File: src/rtl/seg_pkg.sv
// Shared types and constants for the seven-segment scan driver.
// Segment patterns are active-low, ordered {g,f,e,d,c,b,a}.
package seg_pkg;

  localparam int NUM_DIGITS = 4;

  localparam logic [6:0] SEG_BLANK = 7'h7F;

  typedef enum logic [1:0] {
    ST_IDLE  = 2'd0,
    ST_GUARD = 2'd1,
    ST_DRIVE = 2'd2
  } state_t;

  // Entry n is the pattern for hex digit n; the concatenation lists F first.
  localparam logic [15:0][6:0] SEG_TABLE = {
    7'h0E, 7'h06, 7'h21, 7'h46, 7'h03, 7'h08, 7'h10, 7'h00,
    7'h78, 7'h02, 7'h12, 7'h19, 7'h30, 7'h24, 7'h79, 7'h40
  };

  // Bit i is set when digit i and every digit above it are zero.
  function automatic logic [NUM_DIGITS-1:0] lead_zero_mask(
    input logic [4*NUM_DIGITS-1:0] v
  );
    logic run;
    lead_zero_mask = '0;
    run = 1'b1;
    for (int i = NUM_DIGITS - 1; i >= 0; i--) begin
      run = run & (v[4*i +: 4] == 4'h0);
      lead_zero_mask[i] = run;
    end
  endfunction

endpackage

File: src/rtl/seg_decode.sv
// Hex nibble to active-low seven-segment pattern; pure table lookup.
// Combinational, no state.
module seg_decode
  import seg_pkg::*;
(
  input  logic [3:0] nibble,
  output logic [6:0] seg
);

  assign seg = SEG_TABLE[nibble];

endmodule

File: src/rtl/seg_scan.sv
// Four-digit multiplexed seven-segment scanner, stepped by synchronized segclk rising edges.
// Outputs are registered; loads are staged and only reach the display at a frame wrap.
module seg_scan
  import seg_pkg::*;
#(
  parameter int GUARD = 64,
  parameter bit LZS   = 1'b0
) (
  input  logic        clk,
  input  logic        clr,
  input  logic        segclk,
  input  logic [15:0] value,
  input  logic [3:0]  blank,
  input  logic [3:0]  dp_in,
  input  logic        load,
  output logic [3:0]  an,
  output logic [6:0]  seg,
  output logic        dp,
  output logic        frame
);

  localparam logic [7:0] GUARD_LOAD = 8'(GUARD - 1);

  logic [1:0]  sync_q;
  logic        edge_q;
  logic        step;

  state_t      state, state_nxt;
  logic [7:0]  cnt, cnt_nxt;
  logic [1:0]  idx, idx_nxt;
  logic        enter_guard;
  logic        drive_start;
  logic        wrap;

  logic [15:0] stg_val, disp_val;
  logic [3:0]  stg_blank, disp_blank;
  logic [3:0]  stg_dp, disp_dp;
  logic        pending;

  logic [3:0]  digit;
  logic [6:0]  seg_dec;
  logic [3:0]  lead_zero;
  logic        dark;

  // segclk is asynchronous: two flops, then a third for edge detection.
  always_ff @(posedge clk or negedge clr) begin
    if (!clr) begin
      sync_q <= 2'b00;
      edge_q <= 1'b0;
    end else begin
      sync_q <= {sync_q[0], segclk};
      edge_q <= sync_q[1];
    end
  end

  assign step = sync_q[1] & ~edge_q;

  always_comb begin
    state_nxt   = state;
    cnt_nxt     = cnt;
    idx_nxt     = idx;
    enter_guard = 1'b0;
    case (state)
      ST_IDLE, ST_DRIVE: begin
        if (step) begin
          state_nxt   = ST_GUARD;
          idx_nxt     = idx + 2'd1;
          cnt_nxt     = GUARD_LOAD;
          enter_guard = 1'b1;
        end
      end
      ST_GUARD: begin
        // Steps landing here are dropped on purpose, not queued.
        if (cnt == 8'd0) begin
          state_nxt = ST_DRIVE;
        end else begin
          cnt_nxt = cnt - 8'd1;
        end
      end
      default: state_nxt = ST_IDLE;
    endcase
  end

  assign drive_start = (state == ST_GUARD) && (cnt == 8'd0);
  assign wrap        = enter_guard && (idx_nxt == 2'd0);

  always_ff @(posedge clk or negedge clr) begin
    if (!clr) begin
      state <= ST_IDLE;
      cnt   <= 8'd0;
      idx   <= 2'd3;
    end else begin
      state <= state_nxt;
      cnt   <= cnt_nxt;
      idx   <= idx_nxt;
    end
  end

  always_ff @(posedge clk or negedge clr) begin
    if (!clr) begin
      stg_val    <= 16'h0;
      stg_blank  <= 4'h0;
      stg_dp     <= 4'h0;
      disp_val   <= 16'h0;
      disp_blank <= 4'h0;
      disp_dp    <= 4'h0;
      pending    <= 1'b0;
    end else begin
      if (load) begin
        stg_val   <= value;
        stg_blank <= blank;
        stg_dp    <= dp_in;
      end
      if (wrap) begin
        // A load coinciding with the wrap bypasses staging.
        if (load) begin
          disp_val   <= value;
          disp_blank <= blank;
          disp_dp    <= dp_in;
        end else if (pending) begin
          disp_val   <= stg_val;
          disp_blank <= stg_blank;
          disp_dp    <= stg_dp;
        end
        pending <= 1'b0;
      end else if (load) begin
        pending <= 1'b1;
      end
    end
  end

  assign digit     = disp_val[{idx, 2'b00} +: 4];
  assign lead_zero = lead_zero_mask(disp_val);
  assign dark      = disp_blank[idx] | (LZS & (idx != 2'd0) & lead_zero[idx]);

  seg_decode u_decode (
    .nibble (digit),
    .seg    (seg_dec)
  );

  always_ff @(posedge clk or negedge clr) begin
    if (!clr) begin
      an    <= 4'hF;
      seg   <= SEG_BLANK;
      dp    <= 1'b1;
      frame <= 1'b0;
    end else begin
      frame <= drive_start & (idx == 2'd0);
      if (drive_start) begin
        an  <= ~(4'b0001 << idx);
        seg <= dark ? SEG_BLANK : seg_dec;
        // Only the blank mask hides the point; leading-zero suppression keeps it.
        dp  <= disp_blank[idx] | ~disp_dp[idx];
      end else if (enter_guard) begin
        an  <= 4'hF;
        seg <= SEG_BLANK;
        dp  <= 1'b1;
      end
    end
  end

endmodule

File: config.mk
export PLATFORM = sky130hd
export DESIGN_NAME = seg_scan
export DESIGN_NICKNAME = d
export VERILOG_FILES = /design/src/rtl/seg_pkg.sv /design/src/rtl/seg_decode.sv /design/src/rtl/seg_scan.sv
export SDC_FILE = /design/constraint.sdc
export NUM_CORES = 1
export LEC_CHECK = 0
export ABC_AREA = 1
export CORE_MARGIN = 5
export CORE_UTILIZATION = 55
export CTS_CLUSTER_DIAMETER = 120
export CTS_CLUSTER_SIZE = 12
export DETAILED_ROUTE_END_ITERATION = 6
export PLACE_DENSITY = 0.75
export SLEW_MARGIN = 20
export SYNTH_ARGS = -nofsm -noshare
export SYNTH_HDL_FRONTEND = slang
export SYNTH_SLANG_ARGS = --single-unit
File: constraint.sdc
create_clock -name clk -period 4.65 [get_ports clk]
set_clock_uncertainty 0.2 [all_clocks]
set_input_delay 0.93 -clock clk [delete_from_list [all_inputs] [get_ports clk]]
set_output_delay 0.93 -clock clk [all_outputs]
set_load 0.01 [all_outputs]
* Yosys cells after proc, flatten, opt, wreduce, memory -nomap -nowiden *
Memory sizes are Yosys's and may differ from the RTL's.
Cells that the tools add are included.

word-level totals
  register bits = 77
  memory bits (read-only) = 112
  input port bits = 28
  word-level logic and storage cells = 78
  memories kept = 1

memory list
  memory            depth  bits a word  read ports  clocked after Yosys merged registers in  wr ports  line              source
  (name not given)  16     7            1           0                                        0         seg_decode.sv:10  assign seg = SEG_TABLE[nibble];

cells by class
  add/subtract/negate cells = 2
  magnitude comparators = 2
  equality and inequality tests = 5
  shift-type cells = 2
  mux-type cells = 30
  bitwise gates (word level) = 6
  reductions and logical operators = 14

operators by type and width
  cell                   number
  $mux W16               2
  $mux W7                4
  $mux W4                6
  $mux W8                2
  $pmux W8 S2            1
  $shiftx A16 B5 Y4      1
  $logic_not A8 Y1       1
  $mux W1                8
  $mux W2                4
  $reduce_bool A2 Y1     4
  $sub A8 B1 Y8 const B  1
  $logic_not A2 Y1       3
  $ne A2 B2 Y1 const B   3
  $lt A4 B5 Y1 const B   1
  $bmux W1 S2            2
  $not A4 Y4             1
  $pmux W2 S2            1
  $reduce_and A2 Y1      2
  $shl A1 B2 Y4 const A  1
  $lt A2 B3 Y1 const B   1
  $reduce_and A3 Y1      1
  $add A2 B1 Y2 const B  1
  $and A1 B1 Y1          2
  $eq A2 B1 Y1 const B   1
  5 further kinds        7

* Logic depth before layout (Yosys ltp) *
Gate-level depths: netlist of run 1.

  depth in word-level cells = 7
  depth in mapped cells = 15
  depth with buffers taken out = 13

* By module *
From an unflattened synthesis of run 1, not the netlist that was laid out.

unflattened totals
  cells, all modules = 444
  area, all modules = 3766.1 µm²

modules (own cells, without submodules)
  module      instances  cells an instance  area each (µm²)  sequential area each (µm²)
  seg_scan    1          395                3492.1           1944.4
  seg_decode  1          49                 274.0            0.0

* Worst setup path before layout of run 1 *
OpenSTA, ideal clock, no wires.

  path kind = register to register
  from = register idx[0]
  to = register disp_dp[0]
  setup time = 121 ps
  data arrival time = 1746 ps
  data required time = 4329 ps
  slack = 2584 ps
  cell stages (with the launch flop) = 11
  buffers on the path = 4
  period minus slack after synthesis = 2066 ps
  cell sequence = dfstp_2 buf_6 inv_4 buf_12 ha_1 nor2_4 nand2_2 nor2_4 buf_6 buf_6 o21ai_1

on the way
  longest elaborated chain between the ends = 6

ends and longest elaborated chain
  item                                    line             source
  from (decl)                             seg_scan.sv:30   logic [1:0] idx, idx_nxt;
  from (signal assigned)                  seg_scan.sv:95   idx <= idx_nxt;
  $add A2 B1 Y2                           seg_scan.sv:67   idx_nxt = idx + 2'd1;
  $mux W2                                 seg_scan.sv:65   if (step) begin
  $mux W2 (*)                             seg_scan.sv:63   case (state)
  $logic_not A2 Y1 (*)                    seg_scan.sv:85   assign wrap = enter_guard && (idx_nxt == 2'd0);
  $logic_and A1 B1 Y1 (*)                 seg_scan.sv:85
  $reduce_and A2 Y1 (no source line) (*)  -
  to (signal assigned)                    seg_scan.sv:119  disp_dp <= dp_in;
  to (signal assigned)                    seg_scan.sv:123  disp_dp <= stg_dp;
  to (decl)                               seg_scan.sv:37   logic [3:0] stg_dp, disp_dp;

Mark *: on every way between the ends. The rest lies on a longest branch, timed or not.
A chain may end at the register's enable or synchronous reset.

* Worst setup path after layout of run 1 *
  from = register idx[0]
  to = register disp_val[2]

on the way
  longest elaborated chain between the ends = 6

ends and longest elaborated chain
  item                                    line             source
  $add A2 B1 Y2                           seg_scan.sv:67
  $mux W2                                 seg_scan.sv:65
  $mux W2 (*)                             seg_scan.sv:63
  $logic_not A2 Y1 (*)                    seg_scan.sv:85
  $logic_and A1 B1 Y1 (*)                 seg_scan.sv:85
  $reduce_and A2 Y1 (no source line) (*)  -
  to (signal assigned)                    seg_scan.sv:117  disp_val <= value;
  to (signal assigned)                    seg_scan.sv:121  disp_val <= stg_val;
  to (decl)                               seg_scan.sv:35   logic [15:0] stg_val, disp_val;

Marked as above.

==> metrics.cfg, run 1 <==
[run_status]
status=complete, no violations

[cts]
hold_buffers=0
clkSlewWorstSetupHoldPaths_ns=0.08
cts-htree-levels=3
cts_root_buf=clkbuf_8
cts_inserted_buffers=9
cts_tree=done
clockBufferDepth=2
cts_resized=0
post-cts-setup-buffer-count=0
cts_sinks=77
worstSkewPairLatency_ns=0.35

[grt]
grt_pass1_vias=2846
grt_max_degree=78
grt_pass1_wl_microns=12800
antenna_found_initial=0
overflow=0
grt_usage_pct=18.6

[routing]
dr.pass1.iters=4
wire_per_inst_microns=13.1
dr_wl_met3_microns=344
wl_met2_microns=3340
wl_met1_microns=3360
vias=2829
vias_per_cell=5.21
top_layer_used=met4
totalWireLength_microns=7140
ant_nets=0
drcViolationCount=0
drt_iter0_markers=133

[worst_hold_path]
min_delay_path_depth=0
min_to=sync_q[1]
hold_path.class=flop to flop
holdCritStartpoint=sync_q[0]

[synthesis]
synth_seq_cells=77
synth-edff-count=0
syn_nets=462
syn_avg_cell_area_sq_um=8.67
ys_warn_count=0
syn_inst=423
synthArstFlopShare_pct=100
synthDistinctLibCells=32
synth_seq_area_share_pct=53.0
netlist_area_sq_mm=0.00367
ys.flop_type=dfrtp_1

[timing]
tns_ns=0
worst_pin_slew_ns=0.936
period_share_pct=55.8
maxSlewHeadroom_pct=37.6
rsz0062_at_grt=false
finalSetupViolCount=0
maxSlewViolCount=0
finalHoldViolations=0
fmax_ghz=0.386
fin_crit_ns=2.59

[cells_and_area]
fin_nets=500
area_delta_synth_final_pct=16.5
drive_gt1_share_pct=12.9
final_area_sq_mm=0.00427
fillers=539
n_antenna_cell=0

[setup_path]
reg2reg_depth=8
crit_type=flop to flop
critical_path.max_fanout=48
r2r-end=disp_val[2]
arrival_ns=2.66
required_ns=4.71
worst_setup_path_start_kind=flop
reg2reg_from=idx[0]
rrSetupSlack_ns=2.06
endpoint_kind=flop

[die]
initial_core_util_pct=57.1
ioPinCount=41
core_sq_mm=0.00642
die_width_microns=91.6
die-height_microns=91.6
rows=29
dieArea_sq_mm=0.00840

[placed_design]
place_congestion=0.882
placed_area_sq_mm=0.00405
numPortBuffers=40
dpl.hpwl_microns=4840

[flow_run]
maxCapViolCount=0

[pwr]
p_leak_nw=2.08
vdd_drop_max_mv=0.301
power_density_mw_per_mm2=630

==> flip-flops by register name, summed over array words and instances, names as in the netlist <==
signal and count:
an 4, cnt 8, disp_blank 4, disp_dp 4, disp_val 16, dp 1, edge_q 1, frame 1
idx 2, pending 1, seg 7, state 2, stg_blank 4, stg_dp 4, stg_val 16, sync_q 2
==> worst max-delay path, cell delays in order, from the launching register on <==
cell and delay, ns:
dfstp_2 0.78, inv_4 0.16, ha_1 0.36, nor2_4 0.12, nand2_2 0.08, nor2_4 0.09, buf_4 0.43, nor2_1 0.09
a31oi_1 0.17
==> cell usage after synthesis (2+ instances only) <==
cell type	n	share of area (%)
o21ai_0	14	1.9
o21ai_1	5	0.68
a31oi_1	18	3.1
nand3_1	29	4.0
nand2_1	131	13
buf_2	3	0.41
nand4_1	2	0.34
nor2_1	41	4.2
nor2_4	4	1.2
dfstp_2	14	10
or2_2	2	0.34
ha_1	11	3.8
buf_6	6	1.8
nor2_2	2	0.34
a21oi_1	10	1.4
xor2_1	3	0.72
clkbuf_1	2	0.20
o21ai_2	4	0.96
nand2_2	11	1.9
inv_1	36	3.7
dfrtp_1	63	43
buf_4	2	0.41
==> layout by cell type (no fill, tap or decap), types with 3 or more instances in the layout <==
| master | instances |
|---|---|
| nor2_1 | 41 |
| dfstp_2 | 14 |
| nand2_1 | 131 |
| nor2_4 | 4 |
| nand3_1 | 29 |
| dfrtp_1 | 63 |
| clkdlybuf4s50_1 | 39 |
| ha_1 | 11 |
| nand2_2 | 11 |
| o21ai_0 | 14 |
| clkbuf_8 | 9 |
| xor2_1 | 3 |
| buf_4 | 3 |
| inv_1 | 36 |
| clkinvlp_4 | 4 |
| o21ai_1 | 5 |
| o21ai_2 | 4 |
| a31oi_1 | 18 |
| a21oi_1 | 10 |
==> stage by stage <==
stage	utilization, %	std cells	setup WS [ns]	hold slack, ns	total power [W]
floorplan	-	423	2.58	0.131	0.00185
global placement	63.0	527	1.75	0.144	0.00209
detailed placement	63.0	527	1.70	0.143	0.00214
CTS	66.5	543	2.04	0.161	0.00271
global route	66.5	543	1.91	0.174	0.00292
finish	66.5	543	2.06	0.160	0.00269
==> where the power goes <==
part | internal, W | switching, W
logic | 0.000412 | 0.000642
clock network | 0.000304 | 0.000258
registers | 0.000926 | 0.000149
==> area by class of cell <==
type | count | area [sq um] | share of cell area (%)
clock buffer | 9 | 124 | 2.90
clock inverter | 7 | 98.8 | 2.32
inverter | 38 | 145 | 3.40
multi-input combinational | 293 | 1450 | 33.9
sequential | 77 | 1940 | 45.5
tap | 77 | 96.3 | 2.26
timing repair buffer | 42 | 413 | 9.67
==> per-layer routing <==
layer / GRT usage, % / up-vias
li1: - / 1421
met1: 24.6 / 1326
met2: 30.5 / 71
met3: 3.60 / 11
met4: 6.78 / 0
met5: 0 / -
==> how the worst max path moves through the flow <==
stage | depth (start not counted) | from | endpoint | slack (ns)
3_5_place_dp | 5 | load | disp_val[2] | 1.70
3_3_place_gp | 7 | load | disp_blank[1] | 1.75
2_1_floorplan | 10 | idx[0] | disp_dp[0] | 2.58
5_1_grt | 8 | idx[0] | disp_val[8] | 1.91
4_1_cts | 8 | idx[0] | disp_val[2] | 2.04
6_report | 8 | idx[0] | disp_val[2] | 2.06
==> cell families after synthesis <==
family	share of synthesized area (%)
fa+ha+maj	3.75
compound gates	8.36
simple gates	26.7
buf+inv	7.47
xor+xnor	0.717
flops	53.0
(Power assumes the default switching activity.)
==> run 2: changes to the inputs <==
==> constraint.sdc (replaced) <==
create_clock -name clk -period 2.7 [get_ports clk]
set_clock_uncertainty 0.2 [all_clocks]
set_input_delay 0.54 -clock clk [delete_from_list [all_inputs] [get_ports clk]]
set_output_delay 0.54 -clock clk [all_outputs]
set_load 0.01 [all_outputs]
==> run 2 against run 1 <==
  * Clock power increased by 68%
  * Combinational power increased by 72%
  * Flip-flop and latch count unchanged
  * Non-clock buffer count increased by 4
  * Via count decreased by 0.92%
  * Sequential power increased by 74%
  * Clock-buffer cell count increased by 1
  * Critical path type unchanged
  * Highest routed layer unchanged
==> metrics.cfg, run 2 (synthesis gave the netlist of run 1 again) <==
[run_status]
status=complete, no violations

[placed_design]
place_congestion=0.855
placed_area_sq_mm=0.00409
dp_slack_ns=0.459
dpl.hpwl_microns=4960
numPortBuffers=40

[die]
dieArea_sq_mm=0.00840
core_sq_mm=0.00642
ioPinCount=41
die_width_microns=91.6
initial_core_util_pct=57.1
die-height_microns=91.6
rows=29

[pwr]
internal_power_w=0.00284
p_seq_share_pct=40.3
comb_power_share_pct=39.2
p_switching_w=0.00178
pwr-share-clk_pct=20.5
vdd_drop_max_mv=0.422
p_leak_nw=2.12
power_density_mw_per_mm2=1070
p_sw_share_pct=38.5

[grt]
antenna_found_initial=0
grt_pass1_wl_microns=12300
grt_max_degree=46
grt_usage_pct=18.0
grt_pass1_vias=2703
overflow=0

[cts]
clockBufferDepth=2
cts_tree=done
cts_inserted_buffers=9
cts_root_buf=clkbuf_8
cts-htree-levels=3
clkSlewWorstSetupHoldPaths_ns=0.08
cts_resized=0
post-cts-setup-buffer-count=0
cts_sinks=77
worstSkewPairLatency_ns=0.34

[setup_path]
max_stage_delay_ns=0.74
crit_type=flop to flop
critPathTopFamily=flip-flops
crit_chain=inv_4, ha_1, nor2_4, nand2_2, nor2_4, buf_12, nor2_1, a31oi_1
critical_path.max_fanout=42
worstPathBufferInverterCount=2
worst_setup_path_start_kind=flop
arrival_ns=2.35
slowest_stage=dfstp_2
required_ns=2.76
cpMostUsedCell=nor2_4
endpoint_kind=flop

[timing]
period_share_pct=84.8
finalHoldViolations=0
rsz0062_at_grt=false
finalSetupViolCount=0
worst_pin_slew_ns=0.427
fin_ws_ns=0.411
hold_slack_ns=0.160
maxSlewHeadroom_pct=71.5
tns_ns=0
fmax_ghz=0.437
maxSlewViolCount=0
fin_crit_ns=2.29

[routing]
vias=2803
ant_nets=0
drt_iter0_markers=147
drcViolationCount=0
dr.pass1.iters=5
vias_per_cell=5.12
wire_per_inst_microns=12.8
totalWireLength_microns=6990

[cells_and_area]
n_antenna_cell=0
area_delta_synth_final_pct=17.8
fin_nets=504
final_area_sq_mm=0.00432
final_cell_mix=nand2_1 (131), dfrtp_1 (63), nor2_1 (41), clkdlybuf4s50_1 (39), inv_1 (36)
final_common_cell=nand2_1
drive_gt1_share_pct=13.2
reg_top3=disp_val x16, stg_val x16, cnt x8

[flow_run]
maxCapViolCount=0

[worst_hold_path]
hold_path.class=flop to flop

[run 2: changes by cell type in the layout (fill, tap and decap cells not counted), sizes merged]
cell and change:
clkinvlp -3, buf +3, clkbuf +1, dlygate4sd3 +1, clkinv +2
[run 2: area by class of cell]
| type | instances | area [sq um] |
|---|---|---|
| clock inverter | 6 | 86.3 |
| fill | 535 | 2100 |
| sequential | 77 | 1940 |
| tap | 77 | 96.3 |
| inverter | 38 | 145 |
| clock buffer | 10 | 128 |
| multi-input combinational | 293 | 1450 |
| timing repair buffer | 46 | 470 |
[run 2: worst paths after layout]
| kind | start | end | slack [ns] | cells after the start |
|---|---|---|---|---|
| setup / recovery | idx[0] | disp_val[7] | 0.41 | 8 |
| hold / removal | sync_q[0] | sync_q[1] | 0.16 | 0 |
| setup reg to reg | idx[0] | disp_val[7] | 0.41 | 8 |
| hold reg to reg | sync_q[0] | sync_q[1] | 0.16 | 0 |
| max in group asynchronous | clr | stg_val[3] | 1.26 | 3 |
| min in group asynchronous | clr | cnt[7] | 0.47 | 2 |
[run 2: routing by layer]
metal / wire [microns] / vias to the layer above / track usage [%]
met3: 303 / 12 / 4.58
li1: - / 1430 / -
met2: 3250 / 55 / 27.9
met5: 0 / - / 0
met4: 134 / 0 / 7.54
met1: 3300 / 1306 / 24.1
[run 2: repair_timing]
item | 4_1_cts | 5_1_grt
endpoints found under the hold margin | 18 | 0
hold buffers | 1 | 0
setup endpoints to repair | 0 | 0
[run 2: power by group through the flow]
stage | sequential, W | combinational (W) | clock, W
2_1_floorplan | 0.00181 | 0.00139 | 0
3_3_place_gp | 0.00187 | 0.00174 | 0
3_5_place_dp | 0.00188 | 0.00180 | 0
4_1_cts | 0.00186 | 0.00181 | 0.000966
5_1_grt | 0.00191 | 0.00209 | 0.00102
6_report | 0.00186 | 0.00181 | 0.000945
[run 2: per-stage QoR]
step	utilization, %	cells	total power [W]
floorplan	-	423	0.00319
global placement	63.7	530	0.00361
detailed placement	63.7	530	0.00368
CTS	67.2	547	0.00464
global route	67.2	547	0.00502
finish	67.2	547	0.00462
==> run 3: changes to the inputs <==
--- a/config.mk
+++ b/config.mk
@@ -7,11 +7,11 @@
 export LEC_CHECK = 0
 export ABC_AREA = 1
 export CORE_MARGIN = 5
-export CORE_UTILIZATION = 55
+export CORE_UTILIZATION = 51
 export CTS_CLUSTER_DIAMETER = 120
 export CTS_CLUSTER_SIZE = 12
 export DETAILED_ROUTE_END_ITERATION = 6
-export PLACE_DENSITY = 0.75
+export PLACE_DENSITY = 0.73
 export SLEW_MARGIN = 20
 export SYNTH_ARGS = -nofsm -noshare
 export SYNTH_HDL_FRONTEND = slang
==> constraint.sdc (replaced) <==
create_clock -name clk -period 2 [get_ports clk]
set_clock_uncertainty 0.2 [all_clocks]
set_input_delay 0.4 -clock clk [delete_from_list [all_inputs] [get_ports clk]]
set_output_delay 0.4 -clock clk [all_outputs]
set_load 0.01 [all_outputs]
==> run 3 against run 2 <==
  * The flow now finishes with violations (setup timing)
  * Sequential power grew 34%
  * Clock power up 65%
  * Design area grew 12%
  * First-iteration DRC count down 23%
  * Flip-flop and latch count did not move
  * Clock-buffer cell count did not move
  * Combinational power is 77% higher
  * Sequential share of layout area fell by 4.9 points
  * Fmax rose by 11%
  * Die area rose by 7.0%
  * Power is 58% higher
==> metrics.cfg, run 3 (synthesis gave the netlist of run 1 again) <==
[run_status]
status=finished, violations left
violations=setup timing

[cells_and_area]
final_area_sq_mm=0.00485
n_antenna_cell=0
fin_nets=526
final_common_cell=nand2_1
reg_top3=disp_val x16, stg_val x16, cnt x8
area_delta_synth_final_pct=32.3
final_cell_mix=nand2_1 (126), dfrtp_1 (63), inv_1 (34), nand3_1 (27), clkdlybuf4s50_1 (27)
drive_gt1_share_pct=24.0

[timing]
maxSlewHeadroom_pct=71.0
finalHoldViolations=0
fmax_ghz=0.484
fin_crit_ns=2.07
period_share_pct=103
rsz0062_at_grt=true
fin_ws_ns=-0.0671
maxSlewViolCount=0
hold_slack_ns=0.157
worst_pin_slew_ns=0.435
finalSetupViolCount=12

[grt]
antenna_found_initial=0
grt_pass1_vias=2798
overflow=0
grt_pass1_wl_microns=12400
grt_max_degree=42
grt_usage_pct=17.6

[worst_hold_path]
min_to=sync_q[1]
hold_path.class=flop to flop
holdCritStartpoint=sync_q[0]
min_delay_path_depth=0

[routing]
wire_per_inst_microns=14.0
ant_nets=0
vias=3001
dr.pass1.iters=5
drt_iter0_markers=113
vias_per_cell=5.08
drcViolationCount=0
dr_wl_met3_microns=325
totalWireLength_microns=8290
wl_met1_microns=3600
wl_met2_microns=4260
top_layer_used=met4

[pwr]
p_seq_share_pct=34.4
internal_power_w=0.00450
p_sw_share_pct=38.2
p_leak_nw=2.29
vdd_drop_max_mv=0.670
power_density_mw_per_mm2=1500
pwr-share-clk_pct=21.4
comb_power_share_pct=44.2
p_switching_w=0.00278

[die]
ioPinCount=41
dieArea_sq_mm=0.00898
initial_core_util_pct=51.4
core_sq_mm=0.00714
die-height_microns=94.8
rows=31
die_width_microns=94.8

[cts]
cts-htree-levels=3
cts_sinks=77
cts_tree=done
cts_inserted_buffers=9
worstSkewPairLatency_ns=0.34
clockBufferDepth=2
cts_root_buf=clkbuf_8
clkSlewWorstSetupHoldPaths_ns=0.08

[placed_design]
numPortBuffers=40
dpl.hpwl_microns=5140
placed_area_sq_mm=0.00418
place_congestion=0.868

[setup_path]
worst_setup_path_start_kind=flop
reg2reg_depth=9
max_stage_delay_ns=0.59
critical_path.max_fanout=6
cpMostUsedCell=nor2_4
reg2reg_from=idx[0]
required_ns=2.06
crit_chain=clkinv_4, ha_4, nor2_4, nand2_2, nor2_4, buf_12, clkbuf_16, nor2_2, a31oi_1
r2r-end=disp_val[7]
crit_type=flop to flop
arrival_ns=2.13
endpoint_kind=flop
rrSetupSlack_ns=-0.07
slowest_stage=dfstp_2

[flow_run]
maxCapViolCount=0

-- run 3: cell count changes in the layout (fill, tap and decap cells not counted), moves of 5 or more --
cell             change
buf_4               +13
clkdlybuf4s50_1     -12
dlygate4sd2_1       +12
nand2_1              -5
nor2_1              -16
nor2_2              +11
nor2_4               +5
-- run 3: worst max-delay path: cells and delay by family, from the launching register on --
family	cells	cell delay, ns
flops	1	0.59
buf+inv	3	0.42
simple gates	4	0.40
fa+ha+maj	1	0.23
compound gates	1	0.16
-- run 3: stage by stage --
| stage | cells | worst slack [ns] | setup TNS, ns | utilization (%) | power [W] |
|---|---|---|---|---|---|
| final | 591 | -0.0671 | -0.474 | 68.0 | 0.00727 |
| after detailed placement | 557 | 0.00768 | 0 | 58.6 | 0.00504 |
| after global routing | 591 | -0.154 | -2.02 | 68.0 | 0.00781 |
| after floorplan | 423 | 0.0109 | 0 | - | 0.00434 |
| after global placement | 557 | 0.0626 | 0 | 58.6 | 0.00497 |
| after CTS | 574 | 0.0236 | 0 | 62.4 | 0.00654 |
-- run 3: area by class of cell --
type | instances | area, sq um
multi-input cells | 293 | 1630
inverters | 38 | 153
clock buffers | 10 | 138
flip-flops and latches | 77 | 1940
fillers | 568 | 2290
repair buffers | 68 | 726
clock inverters | 6 | 134
well taps | 99 | 124
-- run 3: what timing repair did --
action                     in CTS  in global routing
pin swaps                       0                  6
cloned                          0                  6
hold buffers                    1                  0
resized for setup              13                 46
setup buffers                   0                 12
hold endpoints to repair       27                  0
setup endpoints to repair      13                 29
-- run 3: worst max-delay path by stage --
| stage | cells after the start | slack (ns) | start | endpoint |
|---|---|---|---|---|
| after floorplan | 14 | 0.01 | idx[0] | seg[3] |
| final | 9 | -0.07 | idx[0] | disp_val[7] |
| after global routing | 13 | -0.15 | idx[0] | seg[0] |
| after CTS | 8 | 0.02 | idx[0] | disp_val[7] |
| after detailed placement | 12 | 0.008 | idx[0] | seg[3] |
| after global placement | 12 | 0.06 | idx[0] | seg[3] |
-- run 3: routing by layer --
metal,vias up,GRT usage [%]
met5,-,0
met2,68,28.0
met3,10,4.54
li1,1480,-
met1,1443,23.4
met4,0,5.77
-- run 3: power by group through the flow --
| stage | logic [W] | registers [W] | clock network [W] |
|---|---|---|---|
| after CTS | 0.00249 | 0.00247 | 0.00158 |
| after global placement | 0.00248 | 0.00249 | 0 |
| after detailed placement | 0.00254 | 0.00250 | 0 |
| final | 0.00321 | 0.00250 | 0.00156 |
| after global routing | 0.00359 | 0.00257 | 0.00165 |
| after floorplan | 0.00190 | 0.00244 | 0 |
